## src/rtl/keypad_scanner_if.sv

```systemverilog
// Keypad scanner bus: row sense, column drive and encoded key output.
// master = scanner side (kp_row_n in; kp_col_n, key_code, key_valid out).
interface keypad_scanner_if;
  logic [3:0] kp_row_n;
  logic [3:0] kp_col_n;
  logic [3:0] key_code;
  logic       key_valid;

  modport master (
    input  kp_row_n,
    output kp_col_n,
    output key_code,
    output key_valid
  );

  modport slave (
    output kp_row_n,
    input  kp_col_n,
    input  key_code,
    input  key_valid
  );
endinterface

```

## src/rtl/keypad_scanner.sv

```systemverilog
// 4x4 keypad scanner: column scan, frame debounce, key encode, release gap.
// Ports: MAX10_CLK1_50, reset_n (async low), kp (keypad_scanner_if.master).
module keypad_scanner #(
  parameter int SCAN_TICKS      = 50000,
  parameter int DEBOUNCE_FRAMES = 10,
  parameter int MIN_GAP_CYCLES  = 50000
) (
  input  logic               MAX10_CLK1_50,
  input  logic               reset_n,
  keypad_scanner_if.master   kp
);

  localparam int DW = $clog2(SCAN_TICKS);
  localparam int CW = $clog2(DEBOUNCE_FRAMES + 1);
  localparam int GW = $clog2(MIN_GAP_CYCLES + 1);

  localparam logic [DW-1:0] DWELL_LAST = DW'(SCAN_TICKS - 1);
  localparam logic [CW-1:0] CNT_MAX    = CW'(DEBOUNCE_FRAMES);
  localparam logic [GW-1:0] GAP_LAST   = GW'(MIN_GAP_CYCLES - 1);

  typedef enum logic [1:0] {
    RES_NONE,
    RES_SINGLE,
    RES_MULTI
  } kind_e;

  typedef struct packed {
    kind_e      kind;
    logic [3:0] idx;
  } res_t;

  typedef enum logic [1:0] {
    S_IDLE,
    S_PRESSED,
    S_GAP
  } state_e;

  function automatic logic [3:0] code_of(logic [3:0] k);
    logic [3:0] c;
    case (k)
      4'd0:  c = 4'h1;
      4'd1:  c = 4'h2;
      4'd2:  c = 4'h3;
      4'd3:  c = 4'hA;
      4'd4:  c = 4'h4;
      4'd5:  c = 4'h5;
      4'd6:  c = 4'h6;
      4'd7:  c = 4'hB;
      4'd8:  c = 4'h7;
      4'd9:  c = 4'h8;
      4'd10: c = 4'h9;
      4'd11: c = 4'hC;
      4'd12: c = 4'hF;
      4'd13: c = 4'h0;
      4'd14: c = 4'hE;
      default: c = 4'hD;
    endcase
    return c;
  endfunction

  logic [3:0]    row_s1_q, row_s2_q;
  logic [DW-1:0] dwell_q, dwell_d;
  logic [1:0]    col_q, col_d;
  logic [3:0]    col_n_q, col_n_d;
  logic [15:0]   map_q, map_d;
  res_t          prev_q, prev_d;
  logic [CW-1:0] cnt_q, cnt_d;
  state_e        state_q, state_d;
  logic [GW-1:0] gap_q, gap_d;
  logic [3:0]    code_q, code_d;
  logic          valid_q, valid_d;

  logic          sample;
  logic          frame_end;
  logic [15:0]   frame_map;
  logic [4:0]    ones;
  logic [3:0]    hit_idx;
  res_t          res_cur;
  logic [CW-1:0] cnt_new;
  logic          stable;

  // Column scan and frame accumulation
  always_comb begin
    sample    = (dwell_q == DWELL_LAST);
    frame_end = sample && (col_q == 2'd3);
    dwell_d   = sample ? '0 : dwell_q + DW'(1);
    col_d     = sample ? col_q + 2'd1 : col_q;
    col_n_d   = ~(4'b0001 << col_d);
    frame_map = map_q;
    for (int r = 0; r < 4; r++) begin
      if (sample && !row_s2_q[r])
        frame_map[{2'(r), col_q}] = 1'b1;
    end
    map_d = frame_end ? '0 : frame_map;
  end

  // Frame classification
  always_comb begin
    ones    = '0;
    hit_idx = '0;
    for (int i = 0; i < 16; i++) begin
      if (frame_map[4'(i)]) begin
        ones    = ones + 5'd1;
        hit_idx = 4'(i);
      end
    end
    res_cur.kind = (ones == 5'd0) ? RES_NONE :
                   (ones == 5'd1) ? RES_SINGLE : RES_MULTI;
    res_cur.idx  = (ones == 5'd1) ? hit_idx : 4'd0;
  end

  // Debounce: run length of identical frame results, saturating
  always_comb begin
    if (res_cur == prev_q)
      cnt_new = (cnt_q == CNT_MAX) ? cnt_q : cnt_q + CW'(1);
    else
      cnt_new = CW'(1);
    stable = (cnt_new == CNT_MAX);
    prev_d = frame_end ? res_cur : prev_q;
    cnt_d  = frame_end ? cnt_new : cnt_q;
  end

  // Output FSM
  always_comb begin
    state_d = state_q;
    gap_d   = gap_q;
    code_d  = code_q;
    valid_d = valid_q;
    case (state_q)
      S_IDLE: begin
        if (frame_end && stable &&
            res_cur.kind == RES_SINGLE) begin
          state_d = S_PRESSED;
          code_d  = code_of(res_cur.idx);
          valid_d = 1'b1;
        end
      end
      S_PRESSED: begin
        if (frame_end && stable &&
            res_cur.kind == RES_NONE) begin
          state_d = S_GAP;
          gap_d   = '0;
          valid_d = 1'b0;
        end
      end
      S_GAP: begin
        // Gap runs on clock cycles, not frames
        if (gap_q == GAP_LAST) begin
          state_d = S_IDLE;
          gap_d   = '0;
        end else begin
          gap_d = gap_q + GW'(1);
        end
      end
      default: begin
        state_d = S_IDLE;
        gap_d   = '0;
        valid_d = 1'b0;
      end
    endcase
  end

  always_ff @(posedge MAX10_CLK1_50 or negedge reset_n) begin
    if (!reset_n) begin
      row_s1_q <= 4'hF;
      row_s2_q <= 4'hF;
      dwell_q  <= '0;
      col_q    <= '0;
      col_n_q  <= 4'b1110;
      map_q    <= '0;
      prev_q   <= '0;
      cnt_q    <= '0;
      state_q  <= S_IDLE;
      gap_q    <= '0;
      code_q   <= '0;
      valid_q  <= 1'b0;
    end else begin
      row_s1_q <= kp.kp_row_n;
      row_s2_q <= row_s1_q;
      dwell_q  <= dwell_d;
      col_q    <= col_d;
      col_n_q  <= col_n_d;
      map_q    <= map_d;
      prev_q   <= prev_d;
      cnt_q    <= cnt_d;
      state_q  <= state_d;
      gap_q    <= gap_d;
      code_q   <= code_d;
      valid_q  <= valid_d;
    end
  end

  assign kp.kp_col_n  = col_n_q;
  assign kp.key_code  = code_q;
  assign kp.key_valid = valid_q;

endmodule

```

## src/flat_wrapper.sv

```systemverilog
// flat-port wrapper written by rule: the top's interface ports become plain ports
module keypad_scanner_flat 
#(
  parameter int SCAN_TICKS      = 50000,
  parameter int DEBOUNCE_FRAMES = 10,
  parameter int MIN_GAP_CYCLES  = 50000
)
  (MAX10_CLK1_50, reset_n, kp_kp_row_n, kp_kp_col_n, kp_key_code, kp_key_valid);
  keypad_scanner_if kp_i ();
  input  logic MAX10_CLK1_50;
  input  logic reset_n;
  input wire logic [$bits(kp_i.kp_row_n)-1:0] kp_kp_row_n;
  output wire logic [$bits(kp_i.kp_col_n)-1:0] kp_kp_col_n;
  output wire logic [$bits(kp_i.key_code)-1:0] kp_key_code;
  output wire logic [$bits(kp_i.key_valid)-1:0] kp_key_valid;
  assign kp_i.kp_row_n = kp_kp_row_n;
  assign kp_kp_col_n = kp_i.kp_col_n;
  assign kp_key_code = kp_i.key_code;
  assign kp_key_valid = kp_i.key_valid;
  keypad_scanner #(.SCAN_TICKS(SCAN_TICKS), .DEBOUNCE_FRAMES(DEBOUNCE_FRAMES), .MIN_GAP_CYCLES(MIN_GAP_CYCLES)) u_core (.MAX10_CLK1_50(MAX10_CLK1_50), .reset_n(reset_n), .kp(kp_i));
endmodule
```

## config.mk

```make
export PLATFORM = sky130hd
export DESIGN_NAME = keypad_scanner_flat
export DESIGN_NICKNAME = d
export VERILOG_FILES = /design/src/rtl/keypad_scanner_if.sv /design/src/rtl/keypad_scanner.sv /design/src/flat_wrapper.sv
export SDC_FILE = /design/constraint.sdc
export NUM_CORES = 1
export LEC_CHECK = 0
export ABC_AREA = 1
export ABC_CLOCK_PERIOD_IN_PS = 14150
export CORE_UTILIZATION = 45
export DETAILED_ROUTE_END_ITERATION = 8
export GPL_ROUTABILITY_DRIVEN = 0
export HOLD_SLACK_MARGIN = 0.05
export PLACE_DENSITY = 0.67
export SLEW_MARGIN = 20
export SYNTH_ARGS = -nofsm -noshare
export SYNTH_HDL_FRONTEND = slang
export SYNTH_SLANG_ARGS = --single-unit
```

## constraint.sdc

```tcl
create_clock -name MAX10_CLK1_50 -period 14.15 [get_ports MAX10_CLK1_50]
set_clock_uncertainty 0.15 [all_clocks]
set_input_delay 2.1225 -clock MAX10_CLK1_50 [delete_from_list [all_inputs] [get_ports MAX10_CLK1_50]]
set_output_delay 2.1225 -clock MAX10_CLK1_50 [all_outputs]
set_load 0.01 [all_outputs]
```

* After elaboration in Yosys (flattened, before gate mapping) *
Memories as Yosys holds them, arrays and structs flattened. A register that Yosys moved wholly into a read port is not among the register bits.
Index checks and enable logic that the tools add are counted.

word-level totals
  flip-flop bits (word level) = 75
  ROM bits = 64
  output and inout bits = 9
  memories kept = 1

cells by class
  add/sub/neg operators = 11
  $lt $le $gt $ge = 8
  eq/ne operators = 13
  shift operators = 1
  muxes and demuxes = 45
  bitwise operators = 7
  reduce and logical (&&, ||, !) cells = 24

memory list
  memory           words  bits a word  rd ports  clocked after Yosys merged registers in  write ports  RTL line              RTL
  (no name shown)  16     4            1         1                                        0            keypad_scanner.sv:40  case (k)

operators by type and width
  operator                                                                count
  16-bit two-way mux                                                      8
  16-bit case mux with 3 select lines                                     1
  5-bit two-way mux                                                       7
  16-bit by 1-bit adder with 16-bit output (second input constant)        2
  16-bit == test (second input constant)                                  2
  5-bit by 1-bit adder with 5-bit output (second input constant)          6
  2-bit two-way mux                                                       8
  16-bit by 12-bit OR with 16-bit output                                  1
  16-bit OR                                                               1
  16-bit by 4-bit OR with 16-bit output                                   1
  16-bit by 8-bit OR with 16-bit output                                   1
  3-bit two-way mux                                                       5
  1-bit logical AND                                                       12
  4-bit by 5-bit < comparator with 1-bit output (second input constant)   2
  1-bit demux with 2-bit select                                           4
  4-bit == test (second input constant)                                   2
  4-bit by 1-bit >= comparator with 1-bit output (second input constant)  2
  1-bit two-way mux                                                       8
  4-bit two-way mux                                                       2
  6-bit == test                                                           1
  2-bit by 1-bit != test with 1-bit output (second input constant)        3
  2-bit case mux with 3 select lines                                      1
  3-bit AND reduction                                                     2
  5-bit by 1-bit == test with 1-bit output (second input constant)        1
  other kinds (17)                                                        26

* Longest topological paths before layout *
  depth after elaboration = 37
  mapped depth = 44
  depth with buffers taken out = 44

* Least setup slack after synthesis *
No wires, ideal clock.

  path type = flip-flop to flip-flop
  start = register u_core.dwell_q[0]
  end = register u_core.gap_q[12]
  arrival time = 5558 ps
  data required time = 13870 ps
  path slack = 8312 ps
  stages on the path, launching flop included = 42
  buffers on the path = 1
  period minus slack after synthesis = 5838 ps
  cell sequence = dfrtp_1 ha_1 nand3_1 nor2_4 nand4_1 nand2_1 inv_1 ha_1 inv_1 nand2_1 nand2_1 ha_1 nand2_1 nand2_1 ha_1 or2_2 nand2_1 inv_1 (+6 left out) nand2_2 ha_1 nand2_1 a21boi_2 nand3_1 inv_1 nand3_4 nor2_4 nand2_1 nand2_1 nand2_2 nor2_4 nand4_2 nand2_2 nand2_4 buf_6 nand2_1 o21ai_1

between the ends
  longest elaborated chain between the ends = 34

RTL lines
  element                                                        RTL line               RTL
  start, declared                                                keypad_scanner.sv:62   logic [DW-1:0] dwell_q, dwell_d;
  start signal, assigned                                         keypad_scanner.sv:180  dwell_q <= dwell_d;
  16-bit == test (*)                                             keypad_scanner.sv:84   sample = (dwell_q == DWELL_LAST);
  1-bit logical AND                                              keypad_scanner.sv:91   if (sample && !row_s2_q[r])
  16-bit two-way mux                                             keypad_scanner.sv:91
  16-bit by 8-bit OR with 16-bit output (no source line)         -
  16-bit two-way mux                                             keypad_scanner.sv:91
  16-bit by 12-bit OR with 16-bit output (no source line)        -
  16-bit two-way mux                                             keypad_scanner.sv:91
  16-bit OR (no source line)                                     -
  (+18 left out)                                                 -
  2-bit two-way mux                                              keypad_scanner.sv:107  res_cur.kind = (ones == 5'd0) ? RES_NONE :
  6-bit == test                                                  keypad_scanner.sv:114  if (res_cur == prev_q)
  4-bit two-way mux                                              keypad_scanner.sv:114
  4-bit == test                                                  keypad_scanner.sv:118  stable = (cnt_new == CNT_MAX);
  1-bit logical AND                                              keypad_scanner.sv:139  if (frame_end && stable &&
  1-bit logical AND (*)                                          keypad_scanner.sv:139
  2-bit by 1-bit != test with 1-bit output (no source line) (*)  -
  2-bit AND reduction (no source line) (*)                       -
  end signal, assigned                                           keypad_scanner.sv:187  gap_q <= gap_d;
  end, declared                                                  keypad_scanner.sv:69   logic [GW-1:0] gap_q, gap_d;

Mark *: on every way between the ends. The rest lies on a longest branch, timed or not.
A chain may end at the register's enable or synchronous reset.

* Final worst setup path *
Same ends and word-level chain as after synthesis.

==> results.ini <==
[min_path]
holdPathEnd=u_core.row_s2_q[0]
hold_path.class=flip-flop to flip-flop
hp-start=u_core.row_s1_q[0]
hold_path_depth=0

[power]
power_frac_seq=0.509
pwr-share-comb=0.013
switching_share=0.219
power.density_nw_per_um2=82.2
finalPower_w=0.000373
p_switching_w=0.0000817
clkPwrFrac=0.478
power.internal_w=0.000291
total_leakage_power_nw=2.44
peakVddDrop_mv=0.0968

[sta]
hold_viol_final=0
worst_pin_slew_ns=0.815
fmaxAchievable_mhz=154
finalSetupViolations=0
finalMaxSlewViolations=0
fin_tns_setup_ns=0
slew_headroom=0.457
fin_crit_sh=0.458
rsz0062_at_grt=false
min_period_ns=6.48

[logic_synthesis]
yosysSeqAreaShare=0.408
netlist_area_um2=4070
syn_nets=574
synth.area.top_cells=dfrtp_1, nand2_1, inv_1
yosysWarnings=0
synthCells=554
synth_top_area_cell=dfrtp_1
ys_seq_elements=66
synth_top_area_share=0.363
yosys.cell_types.count=39
postSynthAreaPerCell_um2=7.34

[clocking]
clk-insertion-delay-late_ns=0.35
cts_buffers=9
ctsResizeCount=0
ctsHtreeMaxLevel=3
cts_setup_buffers=0
cts_tree=yes
cts.path.max_buffers=2
cts_hold_buf=0
cts-root-buf=clkbuf_8
cts.clk_slew.worst_paths_ns=0.07
cts.sinks=66

[final_layout]
drive_above_1_share=0.108
diodes=0
multi_input_area_um2=2040
areaGrowthSynthToFinish_pct=11.5
fin_nets=596
fin_cells=689
seq_area_um2=1660
n_fill_cell=839

[global_route]
grt_pass1_wl_um=14400
grt_usage=0.184
antenna_found_initial=0
grt_overflow=0
grt_max_degree=67
grt_pass1_vias=3359

[worst_setup_path]
r2r_cells=39
worstPathMaxFanout=16
path_common_cell=nand2_1
slowest_stage=dfrtp_1
critPathArrivalTime_ns=6.60
crit_start=u_core.dwell_q[0]
crit_family=simple AND/OR/NAND/NOR gates
regToRegEndpoint=u_core.gap_q[12]
critPathMaxStageDelay_ns=0.37
startpoint_type=flip-flop
critical_path_required_ns=14.27
rr_startpoint=u_core.dwell_q[0]
crit_type=flip-flop to flip-flop
r2r_slack_ns=7.67
cp_num_buf_inv=4
end_kind=flip-flop

[die]
rows=34
die_y_um=97.1
die_x_um=97.1
io_pins=15
die-area_um2=9420
core_um2=8720
initial_utilization=0.466

[routing]
dr.pass1.iters=4
wl_per_cell_um=11.5
drt-total-wl_um=7910
ant_nets=0
post-route-drc-count=0
vias=3457
drt_iter0_markers=92
via_per_inst=5.02

[placed_design]
hpwl_um=5920
port_buffers=12
dp.cells=673

[run_status]
status=finished clean

[run]
maxCapViolCount=0

[cells in the final DEF (no fill, tap or decap), drive strengths merged, types with 3 or more instances in the layout]
cell / instances
nand2: 162
inv: 95
nor2: 64
dfrtp: 59
nand3: 56
o21ai: 28
nand4: 15
nor3: 14
ha: 14
clkdlybuf4s50: 11
xor2: 10
clkbuf: 9
a21oi: 8
dfstp: 7
or2: 5
xnor2: 3
[worst max path at each step]
stage	slack [ns]	end	cells after the start
2_1_floorplan	8.31	u_core.gap_q[12]	41
3_3_place_gp	7.81	u_core.gap_q[13]	39
3_5_place_dp	7.63	u_core.gap_q[12]	39
4_1_cts	7.60	u_core.gap_q[12]	39
5_1_grt	7.00	u_core.kp.key_code[2]	40
6_report	7.67	u_core.gap_q[12]	39
[sequential cells by signal (all words and copies together) (netlist names)]
signal               count
u_core.col_q             2
u_core.cnt_q             4
u_core.gap_q            16
u_core.kp.key_valid      1
u_core.prev_q            5
u_core.kp.kp_col_n       4
u_core.kp.key_code       4
u_core.row_s2_q          2
u_core.map_q             8
u_core.dwell_q          16
u_core.row_s1_q          2
u_core.state_q           2
[per-stage QoR]
stage,utilization,hold slack (ns),setup slack [ns],area [um2]
3_5_place_dp,0.494,0.197,7.63,4310
3_3_place_gp,0.494,0.197,7.81,4310
5_1_grt,0.520,0.213,7.00,4530
6_report,0.520,0.207,7.67,4530
4_1_cts,0.520,0.208,7.60,4530
2_1_floorplan,-,0.195,8.31,4070
[metal layers]
layer / wire length, um / share of wire / global-route usage / up-vias
met5: 0 / 0 / 0 / -
met4: 106 / 0.013 / 0.0677 / 0
met3: 206 / 0.026 / 0.0266 / 10
met2: 3700 / 0.47 / 0.307 / 51
met1: 3900 / 0.49 / 0.243 / 1599
li1: - / - / - / 1797
[cells in the mapped netlist, drive strengths merged]
cell type / count
a211oi: 1
nand3b: 1
nor3: 14
and3: 1
nand2: 162
nand3: 56
o21bai: 2
a21oi: 8
a22o: 1
clkinv: 1
buf: 1
nand4: 15
a21boi: 2
clkbuf: 1
dfrtp: 59
o21ai: 28
or2: 5
xor2: 10
nor3b: 1
dfstp: 7
ha: 14
xnor2: 3
nor4: 2
inv: 93
nor2: 64
o31ai: 2
[power groups by stage]
stage | Combinational, W | Clock (W) | Sequential, W
4_1_cts | 0.00000504 | 0.000183 | 0.000190
2_1_floorplan | 0.000000272 | 0 | 0.000193
5_1_grt | 0.00000566 | 0.000190 | 0.000190
6_report | 0.00000467 | 0.000178 | 0.000190
3_5_place_dp | 0.00000505 | 0 | 0.000193
3_3_place_gp | 0.00000502 | 0 | 0.000193
[cells by family (layout without fill, tap and decap cells)]
| family | Yosys count | after routing | synth area share |
|---|---|---|---|
| buffers and inverters | 96 | 123 | 0.0905 |
| xor gates and xnor gates | 13 | 13 | 0.0280 |
| DFF | 66 | 66 | 0.408 |
| and+or+nand+nor | 321 | 321 | 0.369 |
| AOI/OAI and AO/OA | 44 | 44 | 0.0612 |
| adders and majority gates | 14 | 14 | 0.0431 |
[layout make-up]
class | count | area share
timing repair buffer | 13 | 0.0270
multi-input combinational | 392 | 0.450
tap | 108 | 0.0298
clock inverter | 7 | 0.0224
inverter | 94 | 0.0778
clock buffer | 9 | 0.0273
sequential | 66 | 0.366
(Power assumes the default switching activity.)
